[src/rtl/alsu_cmd_driver_if.sv]
// alsu_cmd_driver_if: command and response streams between a sequencer (master) and alsu_cmd_driver (slave)
interface alsu_cmd_driver_if #(parameter int TAG_W = 4);
  logic             cmd_valid;
  logic             cmd_ready;
  logic [2:0]       cmd_opcode;
  logic [2:0]       cmd_a;
  logic [2:0]       cmd_b;
  logic [6:0]       cmd_flags;
  logic [TAG_W-1:0] cmd_tag;
  logic             rsp_valid;
  logic             rsp_ready;
  logic [5:0]       rsp_out;
  logic             rsp_invalid;
  logic [TAG_W-1:0] rsp_tag;
  modport master (
    output cmd_valid, cmd_opcode, cmd_a, cmd_b, cmd_flags, cmd_tag, rsp_ready,
    input  cmd_ready, rsp_valid, rsp_out, rsp_invalid, rsp_tag
  );
  modport slave (
    input  cmd_valid, cmd_opcode, cmd_a, cmd_b, cmd_flags, cmd_tag, rsp_ready,
    output cmd_ready, rsp_valid, rsp_out, rsp_invalid, rsp_tag
  );
endinterface

[src/rtl/alsu_cmd_driver.sv]
// alsu_cmd_driver: queues tagged ALSU commands, issues them under response credit and returns tagged results in order; ALSU_DRV_STATS_EN adds issued/invalid counters
module alsu_cmd_driver #(
  parameter int CMD_DEPTH = 4,
  parameter int RSP_DEPTH = 4,
  parameter int LATENCY   = 2,
  parameter int TAG_W     = 4
) (
  input  logic             clk,
  input  logic             rst,
  alsu_cmd_driver_if.slave bus,
  output logic [2:0]       alsu_opcode,
  output logic [2:0]       alsu_a,
  output logic [2:0]       alsu_b,
  output logic             alsu_cin,
  output logic             alsu_red_op_a,
  output logic             alsu_red_op_b,
  output logic             alsu_bypass_a,
  output logic             alsu_bypass_b,
  output logic             alsu_direction,
  output logic             alsu_serial_in,
`ifdef ALSU_DRV_STATS_EN
  input  logic [5:0]       alsu_out,
  output logic [15:0]      issued_cnt,
  output logic [15:0]      invalid_cnt
`else
  input  logic [5:0]       alsu_out
`endif
);
  localparam int CA = $clog2(CMD_DEPTH);
  localparam int RA = $clog2(RSP_DEPTH);
  localparam int CW = TAG_W + 16;
  localparam int RW = TAG_W + 7;
  localparam int PS = LATENCY + 1;
  logic [CW-1:0]    cmem [CMD_DEPTH];
  logic [CA-1:0]    cwr, crd;
  logic [CA:0]      ccnt;
  logic [RW-1:0]    rmem [RSP_DEPTH];
  logic [RA-1:0]    rwr, rrd;
  logic [RA:0]      rcnt;
  logic [TAG_W+1:0] pipe [PS];
  logic [CW-1:0]    head;
  logic [2:0]       h_op;
  logic             h_inv, issue, c_push, r_push, r_pop;
  logic [7:0]       used;
  assign head   = cmem[crd];
  assign h_op   = head[CW-1 -: 3];
  assign h_inv  = ((head[TAG_W+5] | head[TAG_W+4]) & (h_op[1] | h_op[2])) | (h_op[1] & h_op[2]);
  assign c_push = bus.cmd_valid & bus.cmd_ready;
  assign r_push = pipe[PS-1][TAG_W+1];
  assign r_pop  = bus.rsp_valid & bus.rsp_ready;
  assign bus.cmd_ready = ccnt != (CA+1)'(CMD_DEPTH);
  assign bus.rsp_valid = rcnt != '0;
  assign {bus.rsp_out, bus.rsp_invalid, bus.rsp_tag} = rmem[rrd];
  // issue only when queued responses plus commands still in the ALSU leave a free response slot
  always_comb begin
    used = 8'(rcnt);
    for (int i = 0; i < PS; i++) used = used + 8'(pipe[i][TAG_W+1]);
    issue = (ccnt != '0) && (used < 8'(RSP_DEPTH));
  end
  // command FIFO storage; pointers alone define validity so the array needs no reset
  always_ff @(posedge clk)
    if (c_push) cmem[cwr] <= {bus.cmd_opcode, bus.cmd_a, bus.cmd_b, bus.cmd_flags, bus.cmd_tag};
  // command FIFO pointers and occupancy
  always_ff @(posedge clk or posedge rst)
    if (rst) begin
      cwr  <= '0;
      crd  <= '0;
      ccnt <= '0;
    end else begin
      cwr  <= cwr + CA'(c_push);
      crd  <= crd + CA'(issue);
      ccnt <= ccnt + (CA+1)'(c_push) - (CA+1)'(issue);
    end
  // ALSU pins take the head command on issue and otherwise hold to keep shift/rotate state
  always_ff @(posedge clk or posedge rst)
    if (rst)
      {alsu_opcode, alsu_a, alsu_b, alsu_cin, alsu_red_op_a, alsu_red_op_b,
       alsu_bypass_a, alsu_bypass_b, alsu_direction, alsu_serial_in} <= '0;
    else if (issue)
      {alsu_opcode, alsu_a, alsu_b, alsu_cin, alsu_red_op_a, alsu_red_op_b,
       alsu_bypass_a, alsu_bypass_b, alsu_direction, alsu_serial_in} <= head[CW-1:TAG_W];
  // in-flight slots {valid, invalid, tag} track the ALSU latency; bubbles carry valid=0
  always_ff @(posedge clk or posedge rst)
    if (rst) begin
      for (int i = 0; i < PS; i++) pipe[i] <= '0;
    end else begin
      pipe[0] <= {issue, h_inv, head[TAG_W-1:0]};
      for (int i = 1; i < PS; i++) pipe[i] <= pipe[i-1];
    end
  // response FIFO captures alsu_out as each valid slot leaves the pipe
  always_ff @(posedge clk or posedge rst)
    if (rst) begin
      for (int i = 0; i < RSP_DEPTH; i++) rmem[i] <= '0;
      rwr  <= '0;
      rrd  <= '0;
      rcnt <= '0;
    end else begin
      if (r_push) rmem[rwr] <= {alsu_out, pipe[PS-1][TAG_W:0]};
      rwr  <= rwr + RA'(r_push);
      rrd  <= rrd + RA'(r_pop);
      rcnt <= rcnt + (RA+1)'(r_push) - (RA+1)'(r_pop);
    end
`ifdef ALSU_DRV_STATS_EN
  // saturating counts of issued commands and of issued invalid combinations
  always_ff @(posedge clk or posedge rst)
    if (rst) begin
      issued_cnt  <= '0;
      invalid_cnt <= '0;
    end else if (issue) begin
      issued_cnt  <= issued_cnt + 16'(issued_cnt != '1);
      invalid_cnt <= invalid_cnt + 16'(h_inv && invalid_cnt != '1);
    end
`endif
endmodule
[src/flat_wrapper.sv]
// flat-port wrapper written by rule: the top's interface ports become plain ports
module alsu_cmd_driver_flat 
#(
  parameter int CMD_DEPTH = 4,
  parameter int RSP_DEPTH = 4,
  parameter int LATENCY   = 2,
  parameter int TAG_W     = 4
)
  (clk, rst, alsu_opcode, alsu_a, alsu_b, alsu_cin, alsu_red_op_a, alsu_red_op_b, alsu_bypass_a, alsu_bypass_b, alsu_direction, alsu_serial_in, alsu_out, bus_cmd_valid, bus_cmd_opcode, bus_cmd_a, bus_cmd_b, bus_cmd_flags, bus_cmd_tag, bus_rsp_ready, bus_cmd_ready, bus_rsp_valid, bus_rsp_out, bus_rsp_invalid, bus_rsp_tag);
  alsu_cmd_driver_if #(.TAG_W(TAG_W)) bus_i ();
  input  logic clk;
  input  logic rst;
  output logic [2:0] alsu_opcode;
  output logic [2:0] alsu_a;
  output logic [2:0] alsu_b;
  output logic alsu_cin;
  output logic alsu_red_op_a;
  output logic alsu_red_op_b;
  output logic alsu_bypass_a;
  output logic alsu_bypass_b;
  output logic alsu_direction;
  output logic alsu_serial_in;
  input  logic [5:0] alsu_out;
  input wire logic [$bits(bus_i.cmd_valid)-1:0] bus_cmd_valid;
  input wire logic [$bits(bus_i.cmd_opcode)-1:0] bus_cmd_opcode;
  input wire logic [$bits(bus_i.cmd_a)-1:0] bus_cmd_a;
  input wire logic [$bits(bus_i.cmd_b)-1:0] bus_cmd_b;
  input wire logic [$bits(bus_i.cmd_flags)-1:0] bus_cmd_flags;
  input wire logic [$bits(bus_i.cmd_tag)-1:0] bus_cmd_tag;
  input wire logic [$bits(bus_i.rsp_ready)-1:0] bus_rsp_ready;
  output wire logic [$bits(bus_i.cmd_ready)-1:0] bus_cmd_ready;
  output wire logic [$bits(bus_i.rsp_valid)-1:0] bus_rsp_valid;
  output wire logic [$bits(bus_i.rsp_out)-1:0] bus_rsp_out;
  output wire logic [$bits(bus_i.rsp_invalid)-1:0] bus_rsp_invalid;
  output wire logic [$bits(bus_i.rsp_tag)-1:0] bus_rsp_tag;
  assign bus_i.cmd_valid = bus_cmd_valid;
  assign bus_i.cmd_opcode = bus_cmd_opcode;
  assign bus_i.cmd_a = bus_cmd_a;
  assign bus_i.cmd_b = bus_cmd_b;
  assign bus_i.cmd_flags = bus_cmd_flags;
  assign bus_i.cmd_tag = bus_cmd_tag;
  assign bus_i.rsp_ready = bus_rsp_ready;
  assign bus_cmd_ready = bus_i.cmd_ready;
  assign bus_rsp_valid = bus_i.rsp_valid;
  assign bus_rsp_out = bus_i.rsp_out;
  assign bus_rsp_invalid = bus_i.rsp_invalid;
  assign bus_rsp_tag = bus_i.rsp_tag;
  alsu_cmd_driver #(.CMD_DEPTH(CMD_DEPTH), .RSP_DEPTH(RSP_DEPTH), .LATENCY(LATENCY), .TAG_W(TAG_W)) u_core (.clk(clk), .rst(rst), .bus(bus_i), .alsu_opcode(alsu_opcode), .alsu_a(alsu_a), .alsu_b(alsu_b), .alsu_cin(alsu_cin), .alsu_red_op_a(alsu_red_op_a), .alsu_red_op_b(alsu_red_op_b), .alsu_bypass_a(alsu_bypass_a), .alsu_bypass_b(alsu_bypass_b), .alsu_direction(alsu_direction), .alsu_serial_in(alsu_serial_in), .alsu_out(alsu_out));
endmodule
[config.mk]
export PLATFORM = sky130hd
export DESIGN_NAME = alsu_cmd_driver_flat
export DESIGN_NICKNAME = d
export VERILOG_FILES = /design/src/rtl/alsu_cmd_driver_if.sv /design/src/rtl/alsu_cmd_driver.sv /design/src/flat_wrapper.sv
export SDC_FILE = /design/constraint.sdc
export NUM_CORES = 1
export LEC_CHECK = 0
export ABC_AREA = 1
export CAP_MARGIN = 20
export CORE_MARGIN = 2
export CORE_UTILIZATION = 38
export CTS_BUF_LIST = sky130_fd_sc_hd__clkbuf_4 sky130_fd_sc_hd__clkbuf_8
export DETAILED_ROUTE_END_ITERATION = 7
export GPL_TIMING_DRIVEN = 1
export HOLD_SLACK_MARGIN = 0.03
export SLEW_MARGIN = 40
export SYNTH_ARGS = -nofsm -noshare
export SYNTH_HDL_FRONTEND = slang
export SYNTH_SLANG_ARGS = --single-unit
[constraint.sdc]
create_clock -name clk -period 9.3 [get_ports clk]
set_input_delay 2.325 -clock clk [delete_from_list [all_inputs] [get_ports clk]]
set_output_delay 2.325 -clock clk [all_outputs]
set_load 0.05 [all_outputs]
==> flow_summary_export.csv <==
group,metric,value,unit
run_status,outcome,"completed",
worst_hold_path,min_path_cells,0,
power,power_density,377,nW/µm²
grt,grt-ovfl-total,0,
routing,firstDrtPassIters,4,
worst_setup_path,path_class,"reg2out",
timing,hold_violations,0,
die,core_area,18600,µm²
synth,ys_types,25,
die,die_area,20000,µm²
worst_setup_path,startpoint_type,"register",
timing,relSlewSlack,49.4,%
grt,grt_antenna_before_repair,0,
flow_run,timing.max_cap.violations,0,
die,num_io_pins,59,
cells_and_area,instances_no_fill,993,
timing,tns,0,ns
grt,grt_pass1_wl,22900,µm
synth,synth-compound-area-share,6.59,%
cells_and_area,final_common_cell,"nand2_1",
synth,yosys.area_share.simple,17.0,%
synth,synth_area_leaders,"edfxtp_1 34%, dfrtp_1 32%, nand2_1 10%",
routing,wl_met2,6490,µm
cells_and_area,final_util,44.8,%
worst_hold_path,hp-class,"reg2reg",
synth,synth.area.mux_share,0,%
synth,synth_top_area_share,33.5,%
clocking,clk_path_buf_depth,2,
power,power_leakage,0.00377,µW
routing,routed_wl,14000,µm
die,die_h,141,µm
cells_and_area,drive_above_1_share,7.11,%
cells_and_area,multiInputGateArea,1970,µm²
synth,synth_top_family_by_area,"simple AND/OR/NAND/NOR gates",
synth,synth_fp_nets,738,
routing,drc,0,
timing,finalMaxSlewViolations,0,
placed_design,port_buffers,58,
synth,synth_xor_area_share,0.856,%
timing,rsz0062_at_grt,"no",
routing,wl_met1,6750,µm
routing,drt_iter0_markers,282,
synth,synth_seq_cells,172,
cells_and_area,fillers,1755,
die,start_util,38.5,%
placed_design,place.gp.congestion,0.745,
clocking,htree_levels,4,
routing,vias_per_cell,4.64,
timing,clock_skew,0.0160,ns
worst_setup_path,crit_path_end_kind,"output port",
synth,yosysSeqAreaShare,65.7,%
timing,fin_crit_sh,55.5,%
cells_and_area,antenna_cells,0,
worst_setup_path,r2r_cells,12,
synth,netlist_instances,694,
routing,wl_per_cell,14.1,µm
die,die_w,141,µm
routing,vias,4611,
cells_and_area,stdcell_area,8330,µm²
placed_design,dp_cells,961,
cells_and_area,final_cell_mix,"193 x nand2_1, 91 x dfrtp_1, 84 x inv_1",
routing,ant_nets,0,
synth,synth_fa_ha_area_share,2.66,%
routing,met3_length,611,µm
placed_design,hpwlAfterDp,8750,µm
timing,tightest_slew,0.757,ns
synth,synth_top_area_cell,"edfxtp_1",
clocking,cts_buffers,17,
worst_setup_path,arrival,2.84,ns
cells_and_area,flow.area_growth_from_synthesis,16.3,%
grt,grt_pass1_vias,4383,
timing,period_minus_slack,5.16,ns
routing,highest_layer,"met4",
timing,setup_viol,0,
grt,grt_util_all_layers,14.8,%
worst_setup_path,cp.required,6.98,ns
synth,avgSynthCellArea,10.3,µm²
timing,timing.fmax,194,MHz
placed_design,dpl_cell_area,7920,µm²
synth,yosysWarnings,0,
power,vdd_drop_max,144,µV
grt,grt_max_degree,64,
clocking,clock-sinks,172,
clocking,postCtsHoldBufs,0,
clocking,cts_tree,"done",
clocking,clock_latency,0.46,ns
clocking,root_buffer,"clkbuf_8",
cells_and_area,seq_area,4710,µm²
cells_and_area,nNetsFinal,790,
clocking,post-cts-setup-buffers,0,
die,rows,50,
synth,syn_area,7160,µm²
worst_setup_path,crit_fanout,24,
clocking,cts_resized,0,
clocking,clk_pin_slew,0.10,ns
metal layers:
metal  up-vias  global-route usage (%)
li1       2351                       -
met1      2153                    20.9
met2        93                    22.8
met3        14                    3.71
met4         0                    4.47
met5         -                       0
where the power goes:
| part | internal, µW | switching (µW) |
|---|---|---|
| registers | 1080 | 170 |
| logic | 444 | 927 |
| clock network | 206 | 313 |
worst max-delay path: stages (launching register included):
cell             delay [ns]
dfrtp_1                0.64
inv_1                  0.58
o21ai_0                0.16
o22ai_1                0.17
clkdlybuf4s50_1        0.83
final timing paths:
path                                              end  slack (ns)                     start
max in group asynchronous     u_core.crd[1]$_DFF_PP0_        6.14                       rst
min                          u_core.pipe[1]$_DFF_PP0_        0.35  u_core.pipe[7]$_DFF_PP0_
max reg2reg                  u_core.ccnt[2]$_DFF_PP0_        6.35  u_core.rcnt[0]$_DFF_PP0_
min reg2reg                  u_core.pipe[1]$_DFF_PP0_        0.35  u_core.pipe[7]$_DFF_PP0_
min in group asynchronous  u_core.rmem[7]$_DFFE_PP0P_        2.22                       rst
max                                    bus_rsp_tag[2]        4.14   u_core.rrd[0]$_DFF_PP0_
metrics by stage:
stage | hold WS [ns] | worst slack (ns) | total power, µW
after floorplan | 0.331 | 4.58 | 2260
after global placement | 0.332 | 4.68 | 2620
after detailed placement | 0.335 | 4.65 | 2660
after CTS | 0.358 | 4.11 | 3180
after global routing | 0.361 | 3.94 | 3390
final | 0.354 | 4.14 | 3140
registers in the layout, summed over array words and instances, names as in the netlist, 2 cells and up:
signal              cells
u_core.pipe            18
u_core.rrd              2
u_core.alsu_opcode      3
u_core.crd              2
u_core.alsu_b           3
u_core.cwr              2
u_core.cmem            80
u_core.rcnt             3
u_core.rmem            44
u_core.alsu_a           3
u_core.ccnt             3
u_core.rwr              2
Yosys cell counts:
cell type    n
inv_2        3
buf_2       14
buf_8        1
nand4_4      1
clkbuf_1     9
ha_1        12
o21ai_0     74
inv_4        1
buf_6        2
edfxtp_1    80
xor2_1       6
nand3_4      1
o22ai_1     15
xnor2_1      1
nand2_1    193
nor3_1       4
fa_1         2
buf_4        5
dfrtp_1     92
nand3_1     55
nor2_1      34
inv_1       85
nand2_2      2
nor2_8       1
a21boi_0     1
final cells by class:
type	instances	area share, %
clock inverters	15	1.94
repair buffers	64	7.56
multi-input cells	402	23.6
flip-flops and latches	172	56.5
well taps	234	3.52
inverters	89	4.06
clock buffers	17	2.81
cell families after synthesis:
group	Yosys count
buffers and inverters	120
flip-flops	172
adder cells (fa/ha/maj)	14
XOR/XNOR	7
AO/OA/AOI/OAI	90
AND/OR/NAND/NOR	291
Note: power is estimated with default switching activity, not from simulation.
